**config.mk**
```make
export PLATFORM = sky130hd
export DESIGN_NAME = draw_request_sequencer
export DESIGN_NICKNAME = d
export VERILOG_FILES = /design/src/rtl/draw_request_sequencer.sv
export SDC_FILE = /design/constraint.sdc
export NUM_CORES = 1
export LEC_CHECK = 0
export ABC_AREA = 0
export CORE_MARGIN = 5
export CORE_UTILIZATION = 45
export CTS_CLUSTER_DIAMETER = 120
export DETAILED_ROUTE_END_ITERATION = 8
export PLACE_DENSITY = 0.67
export SYNTH_ARGS = -nofsm -noshare
export SYNTH_HDL_FRONTEND = slang
export SYNTH_SLANG_ARGS = --single-unit
```
**constraint.sdc**
```tcl
create_clock -name clk -period 3.6 [get_ports clk]
set_clock_uncertainty 0.1 [all_clocks]
set_input_delay 0.72 -clock clk [delete_from_list [all_inputs] [get_ports clk]]
set_output_delay 0.72 -clock clk [all_outputs]
set_load 0.005 [all_outputs]
```
**src/rtl/draw_request_sequencer.sv**
```systemverilog
// Feeds the 4x4 block drawer: queues block-draw requests, posts screen clears, and
// issues one registered command at a time, waiting for the drawer to finish each one.
module draw_request_sequencer #(
  parameter int X_W   = 8,
  parameter int Y_W   = 7,
  parameter int C_W   = 3,
  parameter int DEPTH = 8,
  parameter int AW    = 3
) (
  input  logic           clk,
  input  logic           reset,
  input  logic           push,
  input  logic [X_W-1:0] push_x,
  input  logic [Y_W-1:0] push_y,
  input  logic [C_W-1:0] push_colour,
  input  logic           clear_req,
  input  logic           ready_to_draw,
  output logic           enable_start,
  output logic           enable_clear,
  output logic [X_W-1:0] x_out,
  output logic [Y_W-1:0] y_out,
  output logic [C_W-1:0] colour_out,
  output logic           full,
  output logic [AW:0]    count,
  output logic           busy
);

  // Drawer handshake: a command is a one-cycle pulse while the drawer reports
  // ready_to_draw=1; the drawer is done once ready_to_draw has dropped and risen again.
  typedef enum logic [2:0] {IDLE, ISSUE, CLR, WAIT_BUSY, WAIT_DONE} state_t;

  localparam int             EW       = X_W + Y_W + C_W;
  localparam logic [AW-1:0]  PTR_ONE  = AW'(1);
  localparam logic [AW:0]    CNT_ONE  = (AW+1)'(1);
  localparam logic [AW:0]    CNT_FULL = (AW+1)'(DEPTH);

  state_t         state_q, state_d;
  logic [EW-1:0]  mem_q [DEPTH];
  logic [AW-1:0]  wr_ptr_q, wr_ptr_d, rd_ptr_q, rd_ptr_d, wr_addr;
  logic [AW:0]    count_q, count_d;
  logic           clear_pending_q, clear_pending_d;
  logic           en_start_q, en_start_d, en_clear_q, en_clear_d;
  logic [X_W-1:0] x_q, x_d;
  logic [Y_W-1:0] y_q, y_d;
  logic [C_W-1:0] c_q, c_d;
  logic           full_q, full_d, busy_q, busy_d;
  logic           do_pop, do_write;

  always_comb begin
    state_d         = state_q;
    clear_pending_d = clear_pending_q;
    en_start_d      = 1'b0;
    en_clear_d      = 1'b0;
    x_d             = x_q;
    y_d             = y_q;
    c_d             = c_q;
    do_pop          = 1'b0;

    case (state_q)
      IDLE: begin
        if (ready_to_draw && clear_pending_q) begin
          state_d    = CLR;
          en_clear_d = 1'b1;
        end else if (ready_to_draw && (count_q != '0)) begin
          state_d           = ISSUE;
          en_start_d        = 1'b1;
          do_pop            = 1'b1;
          {x_d, y_d, c_d}   = mem_q[rd_ptr_q];
        end
      end
      ISSUE, CLR: state_d = WAIT_BUSY;
      WAIT_BUSY:  if (!ready_to_draw) state_d = WAIT_DONE;
      WAIT_DONE:  if (ready_to_draw) state_d = IDLE;
      default:    state_d = IDLE;
    endcase

    // Issuing the clear consumes the pending flag; a clear_req at that edge only flushes.
    if (en_clear_d)     clear_pending_d = 1'b0;
    else if (clear_req) clear_pending_d = 1'b1;

    rd_ptr_d = rd_ptr_q;
    wr_ptr_d = wr_ptr_q;
    count_d  = count_q;
    do_write = 1'b0;
    wr_addr  = wr_ptr_q;
    if (clear_req) begin
      // Flush first, then a same-cycle push lands in the emptied FIFO.
      rd_ptr_d = '0;
      wr_ptr_d = '0;
      count_d  = '0;
      wr_addr  = '0;
      if (push) begin
        do_write = 1'b1;
        wr_ptr_d = PTR_ONE;
        count_d  = CNT_ONE;
      end
    end else begin
      do_write = push && !full_q;
      if (do_write) wr_ptr_d = wr_ptr_q + PTR_ONE;
      if (do_pop)   rd_ptr_d = rd_ptr_q + PTR_ONE;
      if (do_write && !do_pop)      count_d = count_q + CNT_ONE;
      else if (!do_write && do_pop) count_d = count_q - CNT_ONE;
    end

    full_d = (count_d == CNT_FULL);
    busy_d = (state_d != IDLE) || clear_pending_d || (count_d != '0);
  end

  always_ff @(posedge clk or posedge reset) begin
    if (reset) begin
      state_q         <= IDLE;
      rd_ptr_q        <= '0;
      wr_ptr_q        <= '0;
      count_q         <= '0;
      clear_pending_q <= 1'b0;
      en_start_q      <= 1'b0;
      en_clear_q      <= 1'b0;
      x_q             <= '0;
      y_q             <= '0;
      c_q             <= '0;
      full_q          <= 1'b0;
      busy_q          <= 1'b0;
    end else begin
      state_q         <= state_d;
      rd_ptr_q        <= rd_ptr_d;
      wr_ptr_q        <= wr_ptr_d;
      count_q         <= count_d;
      clear_pending_q <= clear_pending_d;
      en_start_q      <= en_start_d;
      en_clear_q      <= en_clear_d;
      x_q             <= x_d;
      y_q             <= y_d;
      c_q             <= c_d;
      full_q          <= full_d;
      busy_q          <= busy_d;
    end
  end

  // Storage needs no reset: an entry is only read after it has been written.
  always_ff @(posedge clk) begin
    if (do_write) mem_q[wr_addr] <= {push_x, push_y, push_colour};
  end

  assign enable_start = en_start_q;
  assign enable_clear = en_clear_q;
  assign x_out        = x_q;
  assign y_out        = y_q;
  assign colour_out   = c_q;
  assign full         = full_q;
  assign count        = count_q;
  assign busy         = busy_q;

endmodule

```
======== Yosys cells after proc, flatten, opt, wreduce, memory -nomap -nowiden ========
Memories as Yosys holds them, arrays and structs flattened. A register that Yosys moved wholly into a read port is not among the register bits.
Index checks and enable logic that the tools add are counted.
cells by class
  equality and inequality tests ........... 5
  bitwise logic cells ..................... 1
  $add $sub $neg .......................... 4
  reductions and logical operators ........ 18
  mux-type cells .......................... 26
operators by type and width
  operator               count
  $mux W3                9
  $mux W1                13
  $mux W4                3
  $pmux W3 S4            1
  $reduce_bool A4 Y1     2
  $add A3 B1 Y3 const B  2
  $eq A3 B2 Y1 const B   2
  $logic_and A1 B1 Y1    5
  $add A4 B1 Y4 const B  1
  $eq A4 B4 Y1 const B   1
  $reduce_bool A2 Y1     2
  $sub A4 B1 Y4 const B  1
  $eq A3 B1 Y1 const B   1
  $eq A3 B3 Y1 const B   1
  $logic_not A1 Y1       3
  $logic_not A3 Y1       1
  $reduce_and A3 Y1      1
  $reduce_bool A3 Y1     1
  $logic_or A1 B1 Y1     2
  $reduce_or A2 Y1       1
  $not A1 Y1             1
storage, ports and cells
  memories ................................ 1
  bits of input ports ..................... 23
  bits in writable memories ............... 144
  register bits after elaboration ......... 18
memory list
  name   depth  width  rd ports  clocked after Yosys merged registers in  write ports  line  source
  mem_q  8      18     1         1                                        1            38    logic [EW-1:0] mem_q [DEPTH];

======== Longest topological paths before layout ========
  depth in word-level cells ............... 11
  depth in mapped cells ................... 9
  depth with buffers taken out ............ 8

======== Worst setup path before layout ========
Ideal clock, no wire load.
  path type ............................... input to register
  from .................................... input port clear_req
  to ...................................... memory mem_q[3][0] in the netlist's numbering, enable pin
  slack ................................... -21 ps
  arrival time ............................ 3075 ps
  path buffers ............................ 1
  library setup time ...................... 446 ps
  stages .................................. 3
  cell sequence ........................... clkbuf_1 -> nand2b_1 -> nor4b_1
on the way
  word-level cells in the longest chain between the ends .. 3
  elaborated cells on any way between the ends .. 4
  those cells by class .................... mux (4)
RTL lines
  element                        line  source
  start: declaration             16    input logic clear_req,
  $mux W1                        86    if (clear_req) begin
  $mux W1                        141   if (do_write) mem_q[wr_addr] <= {push_x, push_y, push_colour};
  $mux W1 (implied by the code)  141
  end: declaration               38
Several ways; a longest one is shown, not always the timed one.

======== Worst setup path in the final report ========
  from .................................... register count_q[0], in the netlist count[0]
  to ...................................... register busy_q, in the netlist busy
on the way
  word-level cells in the longest chain between the ends .. 11
  elaborated cells on any way between the ends .. 20
  those cells by class .................... add/sub (2); mux (9); reduce/logical (9)
RTL lines
  element                                                  line      source
  start: declaration                                       40        logic [AW:0] count_q, count_d;
  start signal: assignment                                 127       count_q <= count_d;
  $reduce_bool A4 Y1                                       64        end else if (ready_to_draw && (count_q != '0)) begin
  $logic_and A1 B1 Y1                                      64
  $mux W1                                                  64
  $mux W1                                                  61        if (ready_to_draw && clear_pending_q) begin
  $mux W1                                                  59        case (state_q)
  $logic_and A1 B1 Y1 or $logic_not A1 Y1 (tied branches)  102, 101
  $mux W4 or $logic_and A1 B1 Y1 (tied branches)           102, 101
  $mux W4 *                                                101       if (do_write && !do_pop) count_d = count_q + CNT_ONE;
  $mux W4 *                                                86
  via count_d[2]                                           40
  $reduce_bool A4 Y1 *                                     106       busy_d = (state_d != IDLE) || clear_pending_d || (count_d != '0);
  $logic_or A1 B1 Y1 *                                     106
  via busy_d                                               46        logic full_q, full_d, busy_q, busy_d;
  end signal: assignment                                   135       busy_q <= busy_d;
  end: declaration                                         46
Mark *: on every way through the listed nets, which the timed path passes. The rest lies on a longest branch.
A chain may end at the register's enable or synchronous reset.

==> impl_metrics.yaml <==
cells_and_area:
  drive_gt1_share_pct: 18.78
  final_nets: 472
  synthToLayoutAreaGrowth_pct: 21.35
  final_area_um2: 8504
  antenna_cells: 0
die:
  dieArea_um2: 18170
  die_h_um: 134.8
  initial_core_util_pct: 45.93
  fp.coreArea_um2: 15260
  rows: 45
  io_pins: 49
  die_w_um: 134.8
sta:
  period_needed_ps: 2981
  tns_ps: 0
  max_freq_ghz: 0.3354
  hold_violations: 0
  rsz0062_at_grt: "false"
  whs_ps: 422.4
  tightest_slew_ps: 917.4
  relSlewSlack_pct: 38.46
  drv_slew: 0
  post-route-period-util_pct: 82.81
  setup_viol: 0
synth:
  synthesis.area_um2: 7008
  synth_area_leaders: "edfxtp_1, dfrtp_1, mux4_2"
  yosysTopAreaCell: "edfxtp_1"
  ys_seq_elements: 180
  synth_edf_count: 144
  synth_top_area_share_pct: 61.70
  synth-async-reset-ratio_pct: 20.00
  ys_warn_count: 0
  synth.net_count: 409
  ys_seq_area_share_pct: 74.56
  synth_flop_cell: "edfxtp_1"
  syn_area_per_cell_um2: 18.35
  synthCells: 382
  synth.distinct_cells: 39
setup_path:
  crit_family: "simple AND/OR/NAND/NOR gates"
  path_max_fanout: 25
  crit_chain: "inv_1 > ha_1 > nor3b_1 > or3_1 > clkinv_1 > buf_4 > nand4_1 > nand3_1 > or4_1"
  crit_arrival_ps: 3180
  r2r_start: "count[0]$_DFF_PP0_"
  cp-startpoint: "count[0]$_DFF_PP0_"
  cpMaxStageDelayCell: "or4_1"
  cp_data_required_time_ps: 3800
  worstSetupEndpointType: "register"
  cp-endpoint: "busy$_DFF_PP0_"
  critPathBufInv: 3
  r2r-end: "busy$_DFF_PP0_"
  rrSetupSlack_ps: 620
  path_class: "reg -> reg"
  rr_worst_depth: 9
  path_depth: 9
  cpPeakStageDelay_ps: 550
  worstSetupStartpointType: "register"
detailed_routing:
  drt_iter0_markers: 261
  drcViolationCount: 0
  first_pass_iters: 4
  antenna_left: 0
  drt-wirelength-per-cell_um: 19.68
  drt-total-wl_um: 13170
  routed_via_density: 5.320
  vias: 3559
clock_network:
  cts_tree: "done"
  holdBufCountCts: 0
  clk_latency_ps: 430
  cts_root_buf: "clkbuf_16"
  cts_resized: 0
  ctsLongestPathBuffers: 2
  htreeDepth: 4
  clk_pin_slew_ps: 60
  cts_buffers: 17
  postCtsSetupRepairBufs: 0
  clkSinkCount: 180
power_and_ir_drop:
  ir_worst_vdd_v: 0.0003198
  p_total_mw: 5.181
  power.density_nw_per_um2: 609.3
  p_leak_nw: 2.812
placed_design:
  io_buffers: 48
  place_hpwl_um: 7855
  gp_congestion: 0.7808
  place_area_um2: 7848
global_route:
  grt_max_degree: 39
  grt_usage_pct: 15.53
  antenna_found_initial: 0
  grt_pass1_wl_um: 20640
  overflow: 0
  first_global_vias: 3704
worst_hold_path:
  min_path_type: "reg -> reg"
outcome:
  status: "completed"
job:
  maxCapViolations: 0
## cells in the final DEF, fill, tap and decap left out, types with 4 or more instances in the layout
master,n
inv_1,4
edfxtp_1,144
a21oi_1,22
clkbuf_16,17
bufinv_16,6
clkdlybuf4s50_1,48
buf_4,16
mux2i_1,19
ha_1,4
nor2_1,34
mux4_2,36
nand2_1,9
nor4_1,5
clkinv_1,4
dfrtp_1,35
## metrics by stage
stage | instances | util [%] | setup WS [ps]
final | 669 | 55.74 | 618.9
after global routing | 669 | 55.74 | 386.2
after CTS | 669 | 55.74 | 634.1
after detailed placement | 637 | 51.43 | 209.8
after global placement | 637 | 51.43 | 260.2
after floorplan | 382 | - | 87.64
## flip-flops by register name, summed over array words and instances, names as in the netlist, 3 cells and up
signal / count
y_out: 7
wr_ptr_q: 3
state_q: 3
x_out: 8
count: 4
rd_ptr_q: 3
mem_q: 144
colour_out: 3
## where the power goes
part           switching, mW  internal, mW
Combinational          0.255         0.345
Clock                  0.726          1.31
Sequential             0.122          2.42
Total                   1.10          4.08
## cell usage after synthesis, types with 4 or more instances
cell	n
edfxtp_1	144
mux2i_1	19
mux4_2	36
a21oi_1	22
clkbuf_1	11
nand2_1	9
inv_1	5
dfrtp_1	36
ha_1	4
nor4_1	7
nor3_1	5
nor2_1	34
buf_1	6
## final cells by class
cell class,instances,area [µm²]
Multi-Input combinational cell,175,1714
Clock buffer,21,450.4
Sequential cell,180,5226
Timing Repair Buffer,65,620.6
Inverter,6,22.52
Clock inverter,11,206.4
Fill cell,1175,6754
Tap cell,211,264.0
## cell families (layout without fill, tap and decap cells)
| family | Yosys count | count (layout) | synth area share (%) |
|---|---|---|---|
| AND/OR/NAND/NOR | 74 | 74 | 5.178 |
| XOR/XNOR | 5 | 5 | 0.6250 |
| AO/OA/AOI/OAI | 37 | 37 | 3.125 |
| buffers and inverters | 27 | 103 | 1.517 |
| adder cells (fa/ha/maj) | 4 | 4 | 0.7142 |
| multiplexers | 55 | 55 | 14.28 |
| flip-flops | 180 | 180 | 74.56 |
## worst min-delay path by stage
stage	startpoint	to	slack [ps]	cells after the start
floorplan	state_q[2]$_DFF_PP0_	state_q[1]$_DFF_PP0_	370	1
global placement	state_q[2]$_DFF_PP0_	state_q[1]$_DFF_PP0_	400	1
detailed placement	state_q[2]$_DFF_PP0_	state_q[1]$_DFF_PP0_	410	1
CTS	state_q[2]$_DFF_PP0_	state_q[1]$_DFF_PP0_	420	1
global route	state_q[2]$_DFF_PP0_	state_q[0]$_DFF_PP0_	440	1
finish	state_q[2]$_DFF_PP0_	state_q[1]$_DFF_PP0_	420	1
## per-layer routing
layer,routed length [µm],vias up,track usage (%)
li1,-,1640,-
met1,5548,1830,19.27
met2,6857,71,26.01
met3,550,18,3.763
met4,212,0,6.900
met5,0,-,0
No activity file was read; power rests on OpenSTA's default activity.
